<file path="config.mk">
export PLATFORM = sky130hd
export DESIGN_NAME = uart_rx
export DESIGN_NICKNAME = d
export VERILOG_FILES = /design/src/rtl/uart_pkg.sv /design/src/rtl/uart_rx_sampler.sv /design/src/rtl/uart_rx.sv
export SDC_FILE = /design/constraint.sdc
export NUM_CORES = 1
export LEC_CHECK = 0
export BUFFER_PORTS_ARGS = -buffer_cell sky130_fd_sc_hd__buf_2
export CORE_ASPECT_RATIO = 0.75
export CORE_UTILIZATION = 30
export CTS_BUF_LIST = sky130_fd_sc_hd__clkbuf_16
export DETAILED_ROUTE_END_ITERATION = 10
export GPL_ROUTABILITY_DRIVEN = 1
export MAX_ROUTING_LAYER = met4
export PLACE_DENSITY = 0.5
export SYNTH_ARGS = -nofsm -noshare
export SYNTH_HDL_FRONTEND = slang
export SYNTH_HIERARCHICAL = 1
export SYNTH_SLANG_ARGS = --single-unit
export TNS_END_PERCENT = 10
</file>
<file path="constraint.sdc">
create_clock -name clk_i -period 2.9 [get_ports clk_i]
set_input_delay 0.435 -clock clk_i [delete_from_list [all_inputs] [get_ports clk_i]]
set_output_delay 0.435 -clock clk_i [all_outputs]
set_load 0.005 [all_outputs]
</file>
<file path="src/rtl/uart_pkg.sv">
// Shared types and helpers for the UART receiver: FSM state encoding,
// parity-mode character codes, the clocks-per-bit helper and the parity function.
package uart_pkg;

  typedef enum logic [2:0] {
    ST_IDLE      = 3'd0,
    ST_START     = 3'd1,
    ST_DATA      = 3'd2,
    ST_PARITY    = 3'd3,
    ST_STOP      = 3'd4,
    ST_WAIT_HIGH = 3'd5
  } rx_state_t;

  localparam logic [7:0] PAR_NONE = 8'h4E;  // "N"
  localparam logic [7:0] PAR_EVEN = 8'h45;  // "E"
  localparam logic [7:0] PAR_ODD  = 8'h4F;  // "O"
  localparam logic [7:0] PAR_LOW  = 8'h4C;  // "L"
  localparam logic [7:0] PAR_HIGH = 8'h48;  // "H"

  function automatic int unsigned calc_cpb(input int unsigned clk_rate,
                                           input int unsigned baud_rate);
    return clk_rate / baud_rate;
  endfunction

  // Parity bit the transmitter should have sent for the low 'len' bits of 'word'.
  function automatic logic expected_parity(input logic [8:0]  word,
                                           input int unsigned len,
                                           input logic [7:0]  mode);
    logic x;
    x = 1'b0;
    for (int unsigned i = 0; i < 9; i++) begin
      x = x ^ (word[i] & (i < len));
    end
    case (mode)
      PAR_EVEN: return x;
      PAR_ODD:  return ~x;
      PAR_HIGH: return 1'b1;
      default:  return 1'b0;
    endcase
  endfunction

endpackage

</file>
<file path="src/rtl/uart_rx_sampler.sv">
// Line conditioning for uart_rx: 2-flop synchronizer, falling-edge detect and
// bit-value selection (2-of-3 majority when UART_RX_MAJORITY_EN is defined).
module uart_rx_sampler (
  input  logic clk_i,
  input  logic arst_n,
  input  logic rx_i,
  output logic line_s,
  output logic fall_s,
  output logic bit_s
);

  logic [1:0] sync_r;

`ifdef UART_RX_MAJORITY_EN
  logic [1:0] hist_r;

  // Synchronizer and two-deep history of the synchronized line.
  always_ff @(posedge clk_i or negedge arst_n) begin
    if (!arst_n) begin
      sync_r <= 2'b11;
      hist_r <= 2'b11;
    end else begin
      sync_r <= {sync_r[0], rx_i};
      hist_r <= {hist_r[0], sync_r[1]};
    end
  end

  // The whole stream is viewed one clock late so the vote is centred on it.
  assign line_s = hist_r[0];
  assign fall_s = hist_r[1] & ~hist_r[0];
  assign bit_s  = (sync_r[1] & hist_r[0]) | (sync_r[1] & hist_r[1]) | (hist_r[0] & hist_r[1]);
`else
  logic hist_r;

  // Synchronizer and previous synchronized value for edge detection.
  always_ff @(posedge clk_i or negedge arst_n) begin
    if (!arst_n) begin
      sync_r <= 2'b11;
      hist_r <= 1'b1;
    end else begin
      sync_r <= {sync_r[0], rx_i};
      hist_r <= sync_r[1];
    end
  end

  assign line_s = sync_r[1];
  assign fall_s = hist_r & ~sync_r[1];
  assign bit_s  = sync_r[1];
`endif

endmodule

</file>
<file path="src/rtl/uart_rx.sv">
// UART receiver assembling WORD_COUNT frames into one block, with parity/stop
// checking and gap timeout. Optional macro: UART_RX_MAJORITY_EN (3-sample vote).
module uart_rx
  import uart_pkg::*;
#(
  parameter int unsigned CLK_RATE   = 10_000_000,
  parameter int unsigned BAUD_RATE  = 115200,
  parameter int unsigned WORD_LEN   = 8,
  parameter int unsigned WORD_COUNT = 8,
  parameter logic [7:0]  PARITY     = "L",
  parameter int unsigned STOP       = 1,
  parameter int unsigned GAP_BITS   = 16
) (
  input  logic                           clk_i,
  input  logic                           arst_n,
  input  logic                           rx_i,
  output logic [WORD_LEN*WORD_COUNT-1:0] rx_data_o,
  output logic                           rx_valid_o,
  output logic                           rx_busy_o,
  output logic                           rx_parity_err_o,
  output logic                           rx_frame_err_o
);

  localparam int unsigned CPB      = calc_cpb(CLK_RATE, BAUD_RATE);
  localparam int unsigned CNT_W    = $clog2(CPB + 1);
  localparam int unsigned GAP_CLKS = GAP_BITS * CPB;
  localparam int unsigned GAP_W    = $clog2(GAP_CLKS + 1);
  localparam int unsigned IDX_W    = (WORD_COUNT > 1) ? $clog2(WORD_COUNT) : 1;
  localparam int unsigned BIT_W    = (WORD_LEN > 1) ? $clog2(WORD_LEN) : 1;
  localparam int unsigned BLK_W    = WORD_LEN * WORD_COUNT;

  logic line_s, fall_s, bit_s;

  rx_state_t           state_r, state_nxt_s;
  logic [CNT_W-1:0]    cnt_r, cnt_nxt_s;
  logic [BIT_W-1:0]    bit_cnt_r, bit_cnt_nxt_s;
  logic                stop_cnt_r, stop_cnt_nxt_s;
  logic [WORD_LEN-1:0] data_r, data_nxt_s;
  logic [IDX_W-1:0]    word_idx_r, word_idx_nxt_s;
  logic [GAP_W-1:0]    gap_r, gap_nxt_s;
  logic [BLK_W-1:0]    shadow_r, shadow_nxt_s;
  logic [BLK_W-1:0]    rx_data_r, rx_data_nxt_s;
  logic                valid_r, valid_nxt_s;
  logic                busy_r, busy_nxt_s;
  logic                perr_r, perr_nxt_s;
  logic                ferr_r, ferr_nxt_s;
  logic                tick_s;

  uart_rx_sampler u_sampler (
    .clk_i  (clk_i),
    .arst_n (arst_n),
    .rx_i   (rx_i),
    .line_s (line_s),
    .fall_s (fall_s),
    .bit_s  (bit_s)
  );

  // Next-state, datapath and output-pulse logic.
  always_comb begin
    state_nxt_s    = state_r;
    cnt_nxt_s      = cnt_r;
    bit_cnt_nxt_s  = bit_cnt_r;
    stop_cnt_nxt_s = stop_cnt_r;
    data_nxt_s     = data_r;
    word_idx_nxt_s = word_idx_r;
    gap_nxt_s      = '0;
    shadow_nxt_s   = shadow_r;
    rx_data_nxt_s  = rx_data_r;
    valid_nxt_s    = 1'b0;
    perr_nxt_s     = 1'b0;
    ferr_nxt_s     = 1'b0;
    tick_s         = (cnt_r == '0);

    case (state_r)
      ST_IDLE: begin
        if (fall_s) begin
          state_nxt_s = ST_START;
          cnt_nxt_s   = CNT_W'(CPB / 2);
        end else if ((word_idx_r != '0) && line_s) begin
          // Idle line with a partial block pending: abandon it after the gap.
          if (gap_r == GAP_W'(GAP_CLKS - 1)) begin
            word_idx_nxt_s = '0;
            ferr_nxt_s     = 1'b1;
          end else begin
            gap_nxt_s = gap_r + GAP_W'(1);
          end
        end else begin
          gap_nxt_s = '0;
        end
      end
      ST_START: begin
        if (!tick_s) begin
          cnt_nxt_s = cnt_r - CNT_W'(1);
        end else if (!bit_s) begin
          state_nxt_s   = ST_DATA;
          cnt_nxt_s     = CNT_W'(CPB - 1);
          bit_cnt_nxt_s = '0;
        end else begin
          state_nxt_s = ST_IDLE;
        end
      end
      ST_DATA: begin
        if (!tick_s) begin
          cnt_nxt_s = cnt_r - CNT_W'(1);
        end else begin
          data_nxt_s = {bit_s, data_r[WORD_LEN-1:1]};
          cnt_nxt_s  = CNT_W'(CPB - 1);
          if (bit_cnt_r == BIT_W'(WORD_LEN - 1)) begin
            state_nxt_s    = (PARITY == PAR_NONE) ? ST_STOP : ST_PARITY;
            stop_cnt_nxt_s = 1'b0;
          end else begin
            bit_cnt_nxt_s = bit_cnt_r + BIT_W'(1);
          end
        end
      end
      ST_PARITY: begin
        if (!tick_s) begin
          cnt_nxt_s = cnt_r - CNT_W'(1);
        end else begin
          perr_nxt_s     = (bit_s != expected_parity(9'(data_r), WORD_LEN, PARITY));
          state_nxt_s    = ST_STOP;
          cnt_nxt_s      = CNT_W'(CPB - 1);
          stop_cnt_nxt_s = 1'b0;
        end
      end
      ST_STOP: begin
        if (!tick_s) begin
          cnt_nxt_s = cnt_r - CNT_W'(1);
        end else if (!bit_s) begin
          ferr_nxt_s     = 1'b1;
          word_idx_nxt_s = '0;
          state_nxt_s    = ST_WAIT_HIGH;
          cnt_nxt_s      = CNT_W'(CPB - 1);
        end else if (stop_cnt_r == 1'(STOP - 1)) begin
          shadow_nxt_s[int'(word_idx_r)*WORD_LEN +: WORD_LEN] = data_r;
          state_nxt_s = ST_IDLE;
          if (word_idx_r == IDX_W'(WORD_COUNT - 1)) begin
            rx_data_nxt_s  = shadow_nxt_s;
            valid_nxt_s    = 1'b1;
            word_idx_nxt_s = '0;
          end else begin
            word_idx_nxt_s = word_idx_r + IDX_W'(1);
          end
        end else begin
          stop_cnt_nxt_s = 1'b1;
          cnt_nxt_s      = CNT_W'(CPB - 1);
        end
      end
      ST_WAIT_HIGH: begin
        // Break handling: need one uninterrupted bit-time of high line.
        if (!line_s) begin
          cnt_nxt_s = CNT_W'(CPB - 1);
        end else if (tick_s) begin
          state_nxt_s = ST_IDLE;
        end else begin
          cnt_nxt_s = cnt_r - CNT_W'(1);
        end
      end
      default: begin
        state_nxt_s = ST_IDLE;
      end
    endcase

    busy_nxt_s = (state_nxt_s == ST_START) || (state_nxt_s == ST_DATA) ||
                 (state_nxt_s == ST_PARITY) || (state_nxt_s == ST_STOP);
  end

  // State register, datapath registers and registered outputs.
  always_ff @(posedge clk_i or negedge arst_n) begin
    if (!arst_n) begin
      state_r    <= ST_IDLE;
      cnt_r      <= '0;
      bit_cnt_r  <= '0;
      stop_cnt_r <= 1'b0;
      data_r     <= '0;
      word_idx_r <= '0;
      gap_r      <= '0;
      shadow_r   <= '0;
      rx_data_r  <= '0;
      valid_r    <= 1'b0;
      busy_r     <= 1'b0;
      perr_r     <= 1'b0;
      ferr_r     <= 1'b0;
    end else begin
      state_r    <= state_nxt_s;
      cnt_r      <= cnt_nxt_s;
      bit_cnt_r  <= bit_cnt_nxt_s;
      stop_cnt_r <= stop_cnt_nxt_s;
      data_r     <= data_nxt_s;
      word_idx_r <= word_idx_nxt_s;
      gap_r      <= gap_nxt_s;
      shadow_r   <= shadow_nxt_s;
      rx_data_r  <= rx_data_nxt_s;
      valid_r    <= valid_nxt_s;
      busy_r     <= busy_nxt_s;
      perr_r     <= perr_nxt_s;
      ferr_r     <= ferr_nxt_s;
    end
  end

  assign rx_data_o       = rx_data_r;
  assign rx_valid_o      = valid_r;
  assign rx_busy_o       = busy_r;
  assign rx_parity_err_o = perr_r;
  assign rx_frame_err_o  = ferr_r;

endmodule
</file>
==> results by group <==
Finish
  – Area delta synth->final: 18.6%
  – Commonest non-fill, non-tap cell in the layout: dfrtp_1
  – Most frequent cells in the layout: dfrtp_1 (167), nand2_1 (121), o21ai_0 (96), buf_2 (69), nor2_1 (58)
  – Fin nets: 800
  – Cell area after layout: 8970 µm²
  – Diode count: 0
  – Final core utilization: 0.368
  – Layout cells sized above 1: 0.241

Yosys
  – Yosys reg bits: 170
  – Total nets after synthesis: 737
  – Synth top area cells: dfrtp_1 (55%), mux2_2 (6.6%), o21ai_0 (6.4%)
  – Avg Inst Size Synth: 10.4 µm²
  – Cells after Synth: 726
  – Synth top area share: 0.553
  – Register area share after synthesis: 0.563
  – Synth warn: 6
  – Yosys cell types: 57
  – Synth Cell Area: 7560 µm²
  – Leading area contributor after synthesis: dfrtp_1

Global routing
  – GRT overflow: 0
  – Initial antenna violation count: 0
  – Gr usage total: 0.146
  – First-pass GRT wire length: 28.2 mm
  – Vias in the first global route: 5077
  – Largest net degree at the start of global routing: 75

Floorplan
  – Rows: 49
  – I/O pins: 71
  – Initial Util: 0.311
  – Die Width: 185 µm
  – Core Region: 24300 µm²
  – Die area: 25800 µm²
  – Chip Height: 139 µm

STA
  – Tmin final: 2.67 ns
  – RSZ-0062 raised after global routing: no
  – Fin crit share: 0.921
  – Slew Limit Headroom: 0.313
  – Final setup TNS: 0 ns
  – Final hold vios: 0
  – Worst Tran Pin Value: 1.02 ns
  – Setup violators final: 0
  – Post-route setup slack: 0.228 ns
  – Final slew viol count: 0
  – Setup skew after layout: 0.0116 ns
  – Max Fclk: 374 MHz

Run
  – MaxCap Viol Count: 0

Detailed routing
  – Total Wirelength: 16.9 mm
  – Initial DRC count: 245
  – Post-route ant nets: 0
  – DR pass1 iterations: 5
  – DR vias: 5129
  – Per-cell routed wire length: 14.9 µm
  – Vias per cell: 4.53
  – # DRC: 0

Placed design
  – Dpl ws: 0.234 ns
  – GPL Wtd Cong: 0.783
  – Placed cell area: 8320 µm²
  – # port buffers: 70
  – Dpl hpwl: 11.5 mm

Run status
  – Outcome: finished, final reports clean

Clock network
  – CTS Buf Count: 17
  – Max Root-Sink Buffers: 2
  – Clock Latency Late Sink: 0.43 ns
  – Resize count post-CTS: 0
  – CTS HTree Levels: 4
  – CTS sink cnt: 170
  – # Post-CTS Setup Buffers: 0
  – Root Driver: clkbuf_16
  – # hold bufs at CTS: 0
  – CTS tree: built
  – Clock transition at path regs: 0.07 ns

Power
  – Leak: 4.28 nW
  – Net Sw Frac: 0.251
  – Peak VDD IR: 0.413 mV
  – Combinational share of power: 0.103
  – Internal power: 0.00420 W
  – Clock power frac: 0.448
  – Total Power: 0.00560 W
  – Pwr/cell area: 625 nW/µm²
  – Sequential Power Share: 0.449
  – Sw Pwr: 0.00141 W

Worst setup path
  – R2R cell count: 8
  – Arrival time worst endpoint: 2.99 ns
  – CP max FO: 7
  – CP required: 3.22 ns
  – CP Class: reg -> reg
  – Crit path capture type: flop
  – CP startpoint kind: flop

Worst hold path
  – Worst Hold Class: in -> async
-- state kept, by name, summed over array words and instances, names as in the netlist --
signal / flops
bit_cnt_r: 3
cnt_r: 7
data_r: 8
gap_r: 11
rx_busy_o: 1
rx_data_o: 64
rx_frame_err_o: 1
rx_parity_err_o: 1
rx_valid_o: 1
shadow_r: 64
state_r: 3
u_sampler/hist_r: 1
u_sampler/sync_r: 2
word_idx_r: 3
-- cell usage after synthesis (all sizes together) --
| cell | number |
|---|---|
| nand2b | 1 |
| dfrtp | 167 |
| inv | 16 |
| or4b | 1 |
| a21o | 1 |
| nand4 | 4 |
| o311ai | 1 |
| clkbuf | 37 |
| nand3b | 3 |
| nor2b | 5 |
| or4 | 2 |
| nand2 | 123 |
| o31ai | 4 |
| nor2 | 63 |
| o2bb2ai | 1 |
| xor2 | 3 |
| o32ai | 1 |
| and3 | 1 |
| mux2 | 45 |
| nor4 | 2 |
| o31a | 1 |
| a221oi | 2 |
| or2 | 3 |
| o211ai | 1 |
| dfstp | 3 |
| xnor2 | 6 |
| or3b | 1 |
| a211oi | 1 |
| or3 | 5 |
| o21ai | 96 |
| a311oi | 1 |
| nand3 | 15 |
| mux2i | 37 |
| ha | 8 |
| a22oi | 1 |
| a222oi | 2 |
| and4 | 1 |
| nor3b | 4 |
| nor3 | 11 |
| a21oi | 37 |
| buf | 9 |
-- stage by stage --
stage	instances	hold WS (ns)
after floorplan	726	0.139
after global placement	1101	0.346
after detailed placement	1101	0.354
after CTS	1133	0.0675
after global routing	1133	0.0839
final	1133	0.0448
-- logic make-up after synthesis --
kind of cell,share of synthesized area
compound gates,0.115
xor+xnor,0.0104
fa+ha+maj,0.0132
buf+inv,0.0336
flops,0.563
mux,0.117
simple gates,0.148
-- power groups by stage --
stage	clock network, W	logic (W)	registers (W)
2_1_floorplan	0	0.000445	0.00252
3_3_place_gp	0	0.000584	0.00256
3_5_place_dp	0	0.000583	0.00256
4_1_cts	0.00257	0.000584	0.00252
5_1_grt	0.00269	0.000646	0.00253
6_report	0.00251	0.000576	0.00252
-- routing by layer --
layer	GRT usage	up-vias	wire, µm
li1	-	2603	-
met5	-	-	0
met3	0.0351	8	509
met1	0.221	2449	9350
met2	0.190	69	6880
met4	0.0405	0	180
-- cell type report --
class / instances / area (µm²)
clock buffer: 17 / 425
sequential: 170 / 4260
tap: 331 / 414
multi-input combinational: 494 / 3050
inverter: 16 / 60.1
timing repair buffer: 90 / 532
fill: 2467 / 15400
clock inverter: 15 / 223
-- path summary, 6_finish.rpt --
kind,start,endpoint,slack [ns]
min in group clk_i,rx_i,u_sampler/sync_r[0],0.11
worst max register to register,cnt_r[0],cnt_r[1],0.23
max in group asynchronous,arst_n,rx_data_o[29],2.12
worst max-delay path,cnt_r[0],cnt_r[1],0.23
worst min-delay path,arst_n,rx_data_o[9],0.04
worst min register to register,u_sampler/sync_r[0],u_sampler/sync_r[1],0.36
-- worst max-delay path, cell delays in order (launching register included) --
cell and delay, ns:
dfrtp_1 0.37, inv_1 0.09, ha_1 0.20, or3b_1 0.50, or4_4 0.54, a221oi_4 0.31, nor3_4 0.12, nand2_4 0.12
mux2_4 0.30
Note: power is estimated with default switching activity, not from simulation.
